[src/rtl/quant_pkg.sv]
// Shared quantisation types and saturation bounds for the MAC accumulator and requant stages.
package quant_pkg;
  localparam int DATA_W_DEF = 8;
  localparam int ACC_W_DEF  = 32;

  typedef logic signed [DATA_W_DEF-1:0] data_t;
  typedef logic signed [ACC_W_DEF-1:0]  acc_t;

  function automatic longint acc_max(input int w);
    return (longint'(1) <<< (w - 1)) - 1;
  endfunction

  function automatic longint acc_min(input int w);
    return -(longint'(1) <<< (w - 1));
  endfunction
endpackage

[src/rtl/mac_acc_stream_sat_add.sv]
// Combinational W-bit signed adder with optional saturation and an overflow flag.
module sat_add
  import quant_pkg::*;
#(
  parameter int W = ACC_W_DEF
) (
  input  logic signed [W-1:0] a,
  input  logic signed [W-1:0] b,
  input  logic                sat_en,
  output logic signed [W-1:0] sum,
  output logic                ovf
);
  logic signed [W:0] full;

  assign full = (W+1)'(a) + (W+1)'(b);
  assign ovf  = full[W] ^ full[W-1];

  always_comb begin
    sum = full[W-1:0];
    if (sat_en && ovf) sum = full[W] ? W'(acc_min(W)) : W'(acc_max(W));
  end
endmodule

[src/rtl/mac_acc_stream.sv]
// Zero-point corrected int8 MAC accumulating cfg_len products per group into a decoupled output register.
// Define MAC_ACC_SAT_EN for saturating accumulation with a sticky per-group acc_ovf output.
module mac_acc_stream
  import quant_pkg::*;
#(
  parameter int DATA_W = DATA_W_DEF,
  parameter int ACC_W  = ACC_W_DEF,
  parameter int LEN_W  = 16
) (
  input  logic                     clk,
  input  logic                     rst_n,
  input  logic                     in_valid,
  output logic                     in_ready,
  input  logic signed [DATA_W-1:0] in_act,
  input  logic signed [DATA_W-1:0] in_wgt,
  input  logic signed [DATA_W-1:0] act_zp,
  input  logic        [LEN_W-1:0]  cfg_len,
  input  logic                     clear,
  output logic                     acc_valid,
  input  logic                     acc_ready,
`ifdef MAC_ACC_SAT_EN
  output logic                     acc_ovf,
`endif
  output logic signed [ACC_W-1:0]  acc_data
);
  localparam int PROD_W = 2*DATA_W + 1;
`ifdef MAC_ACC_SAT_EN
  localparam bit SAT_EN = 1'b1;
`else
  localparam bit SAT_EN = 1'b0;
`endif

  logic [LEN_W-1:0]         cnt, len_q, len_eff;
  logic signed [DATA_W:0]   diff;
  logic signed [PROD_W-1:0] prod;
  logic signed [ACC_W-1:0]  acc, add_a, prod_ext, sum;
  logic                     first, last, fire, add_ovf;

  assign first = (cnt == '0);

  // Length comes straight from cfg_len on a group's first beat, else from the latch.
  always_comb begin
    len_eff = len_q;
    if (first) len_eff = (cfg_len == '0) ? LEN_W'(1) : cfg_len;
  end

  assign last     = (cnt == len_eff - LEN_W'(1));
  assign in_ready = !clear && !(last && acc_valid && !acc_ready);
  assign fire     = in_valid && in_ready;

  assign diff     = (DATA_W+1)'(in_act) - (DATA_W+1)'(act_zp);
  assign prod     = PROD_W'(diff) * PROD_W'(in_wgt);
  assign prod_ext = ACC_W'(prod);
  assign add_a    = first ? '0 : acc;

  sat_add #(.W(ACC_W)) u_add (
    .a      (add_a),
    .b      (prod_ext),
    .sat_en (SAT_EN),
    .sum    (sum),
    .ovf    (add_ovf)
  );

  always_ff @(posedge clk) begin
    if (!rst_n) begin
      cnt       <= '0;
      len_q     <= LEN_W'(1);
      acc       <= '0;
      acc_valid <= 1'b0;
      acc_data  <= '0;
    end else begin
      // A final beat loading the register below overrides this drain.
      if (acc_valid && acc_ready) acc_valid <= 1'b0;
      if (clear) begin
        cnt <= '0;
        acc <= '0;
      end else if (fire) begin
        if (first) len_q <= len_eff;
        if (last) begin
          acc_data  <= sum;
          acc_valid <= 1'b1;
          cnt       <= '0;
          acc       <= '0;
        end else begin
          acc <= sum;
          cnt <= cnt + LEN_W'(1);
        end
      end
    end
  end

`ifdef MAC_ACC_SAT_EN
  logic grp_ovf;

  always_ff @(posedge clk) begin
    if (!rst_n) begin
      grp_ovf <= 1'b0;
      acc_ovf <= 1'b0;
    end else if (clear) begin
      grp_ovf <= 1'b0;
    end else if (fire) begin
      if (last) begin
        acc_ovf <= grp_ovf | add_ovf;
        grp_ovf <= 1'b0;
      end else begin
        grp_ovf <= grp_ovf | add_ovf;
      end
    end
  end
`else
  logic unused_ovf;
  assign unused_ovf = add_ovf;
`endif
endmodule

[config.mk]
export PLATFORM = sky130hd
export DESIGN_NAME = mac_acc_stream
export DESIGN_NICKNAME = d
export VERILOG_FILES = /design/src/rtl/quant_pkg.sv /design/src/rtl/mac_acc_stream_sat_add.sv /design/src/rtl/mac_acc_stream.sv
export SDC_FILE = /design/constraint.sdc
export NUM_CORES = 1
export LEC_CHECK = 0
export BUFFER_PORTS_ARGS = -buffer_cell sky130_fd_sc_hd__buf_2
export CAP_MARGIN = 10
export CORE_ASPECT_RATIO = 0.8
export CORE_MARGIN = 4
export CORE_UTILIZATION = 36
export DETAILED_ROUTE_END_ITERATION = 6
export PLACE_DENSITY = 0.63
export SLEW_MARGIN = 10
export SYNTH_ARGS = -nofsm -noshare
export SYNTH_HDL_FRONTEND = slang
export SYNTH_SLANG_ARGS = --single-unit
[constraint.sdc]
create_clock -name clk -period 12.3 [get_ports clk]
set_input_delay 2.46 -clock clk [delete_from_list [all_inputs] [get_ports clk]]
set_output_delay 2.46 -clock clk [all_outputs]
set_load 0.01 [all_outputs]
==> impl_metrics.yaml <==
yosys:
  synth_cell_types: 71
  synth_edf_count: 0
  synth_top_cell_by_area: "fa_1"
  ys_top_cells_by_area: "fa_1 (25%), dfxtp_1 (17%), ha_1 (9.1%)"
  syn_avg_cell_area_um2: 8.82
  syn_nets: 1528
  ys_seq_elements: 97
  synth_cells: 1262
  yosysWarningCount: 0
  synth-seq-area-share_pct: 17.4
  syn-cell-area_um2: 11100
  synth_top_area_share_pct: 25.2
  ys.flop_type: "dfxtp_1"
  synthArstFlopShare_pct: 0
route:
  via_per_inst: 5.26
  wl_per_cell_um: 16.6
  drt_wl_total_um: 28600
  ant_nets: 0
  vias: 9055
  drcViolationCount: 0
  drtIter0Drc: 562
  first_pass_iters: 5
critical_path:
  endpoint_kind: "flip-flop"
  rr_worst_depth: 26
  crit_family: "adder cells"
  cp.arrival_ps: 10250
  max_stage_delay_ps: 730
  reg2reg_from: "cnt[0]$_SDFFE_PP0P_"
  r2r_end: "acc[24]$_SDFFE_PP0P_"
  crit_buf_inv: 3
  slowest_stage: "fa_1"
  path_common_cell: "fa_1"
  critPathRequiredTime_ps: 12590
  crit_path_start_kind: "input pin"
  crit_fanout: 13
  critical_path_class: "input pin to flip-flop"
  ff2ff_setup_slack_ps: 4840
grt:
  gr-usage-all-layers_pct: 17.5
  grt_max_degree: 58
  grt_pass1_vias: 8981
  grt_pass1_wl_um: 48000
  overflow: 0
  antenna_found_initial: 0
power:
  p_per_area_nw_per_um2: 275
  p_clk_share_pct: 9.0
  p_sw_mw: 1.74
  p_int_mw: 1.60
  peakVddDrop_v: 0.000175
  p_leak_nw: 5.37
  pwr-share-comb_pct: 80.2
  p_sw_share_pct: 52.0
  p_seq_share_pct: 10.9
timing:
  timing.hold.ws_ps: 448
  clock_skew_ps: 14.0
  slew_violations: 0
  rsz0062_at_grt: "no"
  period_share_pct: 81.0
  period_minus_slack_ps: 9960
  setup_tns_ps: 0
  final-setup-viol-count: 0
  hold_viol_final: 0
  max_freq_mhz: 100
  tightest_slew_ps: 1040
  slew_headroom_pct: 30.3
worst_hold_path:
  hp-class: "flip-flop to flip-flop"
  holdCritStartpoint: "acc_data[9]$_SDFFE_PN0P_"
  whs_path_depth: 2
  min_to: "acc_data[9]$_SDFFE_PN0P_"
placed_design:
  place_area_um2: 11800
  place_congestion: 0.849
  port_buffers: 78
  dpl.cell_count: 1705
  dp_hpwl_um: 22400
die:
  die_h_um: 165
  die_w_um: 205
  die-area_um2: 33800
  start_util_pct: 36.5
  io_pins: 79
  rows: 57
  core_um2: 30500
outcome:
  status: "complete, no violations"
finish:
  syn2layout_area_growth_pct: 9.08
  fin_area_um2: 12100
  num-nets-final: 1569
  utilization_pct: 39.9
  num_antenna_cells: 0
  drive_gt1_share_pct: 10.0
  finalNonFillerCells: 1721
clock_network:
  clk_latency_ps: 360
  ctsResizeCount: 0
  cts.hold.buffers_added: 0
  numCtsBuffers: 9
  clk_path_buf_depth: 2
  clkTransAtPathRegs_ps: 70
  clockRootBuffer: "clkbuf_16"
  cts_setup_buffers: 0
  htree_levels: 3
  clkSinkCount: 97
  cts_tree: "done"
run:
  maxCapViolCount: 0
-- worst register-to-register path: cells and delay by family, from the launching register on --
family	cells	cell delay [ps]
fa+ha+maj	8	2870
flops	1	340
buf+inv	5	720
compound gates	5	1380
xor+xnor	1	200
simple gates	7	1870
-- synthesized netlist by cell type, types with 3 or more instances --
cell / number
a2111o_1: 3
a211oi_1: 12
a21o_1: 13
a21oi_1: 95
a21oi_2: 5
a31oi_1: 5
and2_1: 58
and3_1: 6
buf_1: 5
buf_2: 13
buf_6: 4
buf_8: 3
clkbuf_1: 32
dfxtp_1: 97
fa_1: 140
ha_1: 81
inv_1: 109
mux2i_1: 38
nand2_1: 134
nand2b_1: 18
nand3_1: 57
nand3b_1: 5
nand4_1: 5
nor2_1: 51
nor2b_1: 31
nor3_1: 18
nor3b_1: 3
nor4_1: 13
nor4_2: 3
o211ai_1: 4
o21a_1: 6
o21ai_0: 50
o21ai_1: 5
o31ai_1: 12
or3_1: 10
or4_1: 16
xnor2_1: 39
xor2_1: 17
-- layer usage --
metal	routed length, um	vias to the layer above	track usage (%)
li1	-	4363	-
met1	14200	4408	26.6
met2	12100	266	26.1
met3	1890	18	3.34
met4	306	0	3.11
met5	0	-	0
-- area by class of cell --
cell class                 count  area [um2]
inverter                     110         413
multi-input combinational    994        8470
clock buffer                  10         239
fill                        3087       18300
clock inverter                 6        67.6
sequential                    97        1940
tap                          413         517
timing repair buffer          91         488
-- through the flow --
| step | setup WS, ps | total power, mW |
|---|---|---|
| CTS | 2280 | 3.35 |
| global placement | 2140 | 2.98 |
| detailed placement | 1920 | 3.01 |
| global route | 1690 | 3.72 |
| finish | 2340 | 3.34 |
| floorplan | 1730 | 2.38 |
-- layout by cell type (no fill, tap or decap), types with 39 or more instances in the layout --
cell     synthesis  layout
o21ai_0         50      50
fa_1           140     140
buf_2           13      78
nand3_1         57      57
a21oi_1         95      95
dfxtp_1         97      97
nor2_1          51      51
inv_1          109     109
and2_1          58      58
ha_1            81      81
nand2_1        134     134
xnor2_1         39      39
-- registers in the layout, summed over array words and instances (netlist names) --
name	count
acc_data	32
cnt	16
len_q	16
acc	32
acc_valid	1
-- worst max path at each step --
stage,depth (start not counted),slack (ps),start,endpoint
after detailed placement,29,1920,in_act[0],acc[31]$_SDFFE_PP0P_
after global placement,29,2140,in_act[0],acc[31]$_SDFFE_PP0P_
after CTS,29,2280,in_act[0],acc[31]$_SDFFE_PP0P_
after floorplan,30,1730,in_act[0],acc[28]$_SDFFE_PP0P_
after global routing,29,1690,in_act[0],acc[31]$_SDFFE_PP0P_
final,29,2340,in_act[0],acc[31]$_SDFFE_PP0P_
-- power groups by stage --
stage	Sequential [mW]	Clock [mW]	Combinational (mW)
after global routing	0.368	0.323	3.03
after floorplan	0.363	0	2.01
after detailed placement	0.371	0	2.64
final	0.364	0.299	2.68
after CTS	0.363	0.311	2.68
after global placement	0.369	0	2.61
-- cell families (layout without fill, tap and decap cells) --
family                     Yosys count  count (layout)  synth area share [%]
adders and majority gates          221             221                  34.3
and+or+nand+nor                    445             445                  21.0
muxes                               40              40                  3.62
buffers and inverters              171             217                  6.58
AOI/OAI and AO/OA                  232             232                  12.6
DFF                                 97              97                  17.4
xor gates and xnor gates            56              56                  4.41
Note: power is estimated with default switching activity, not from simulation.
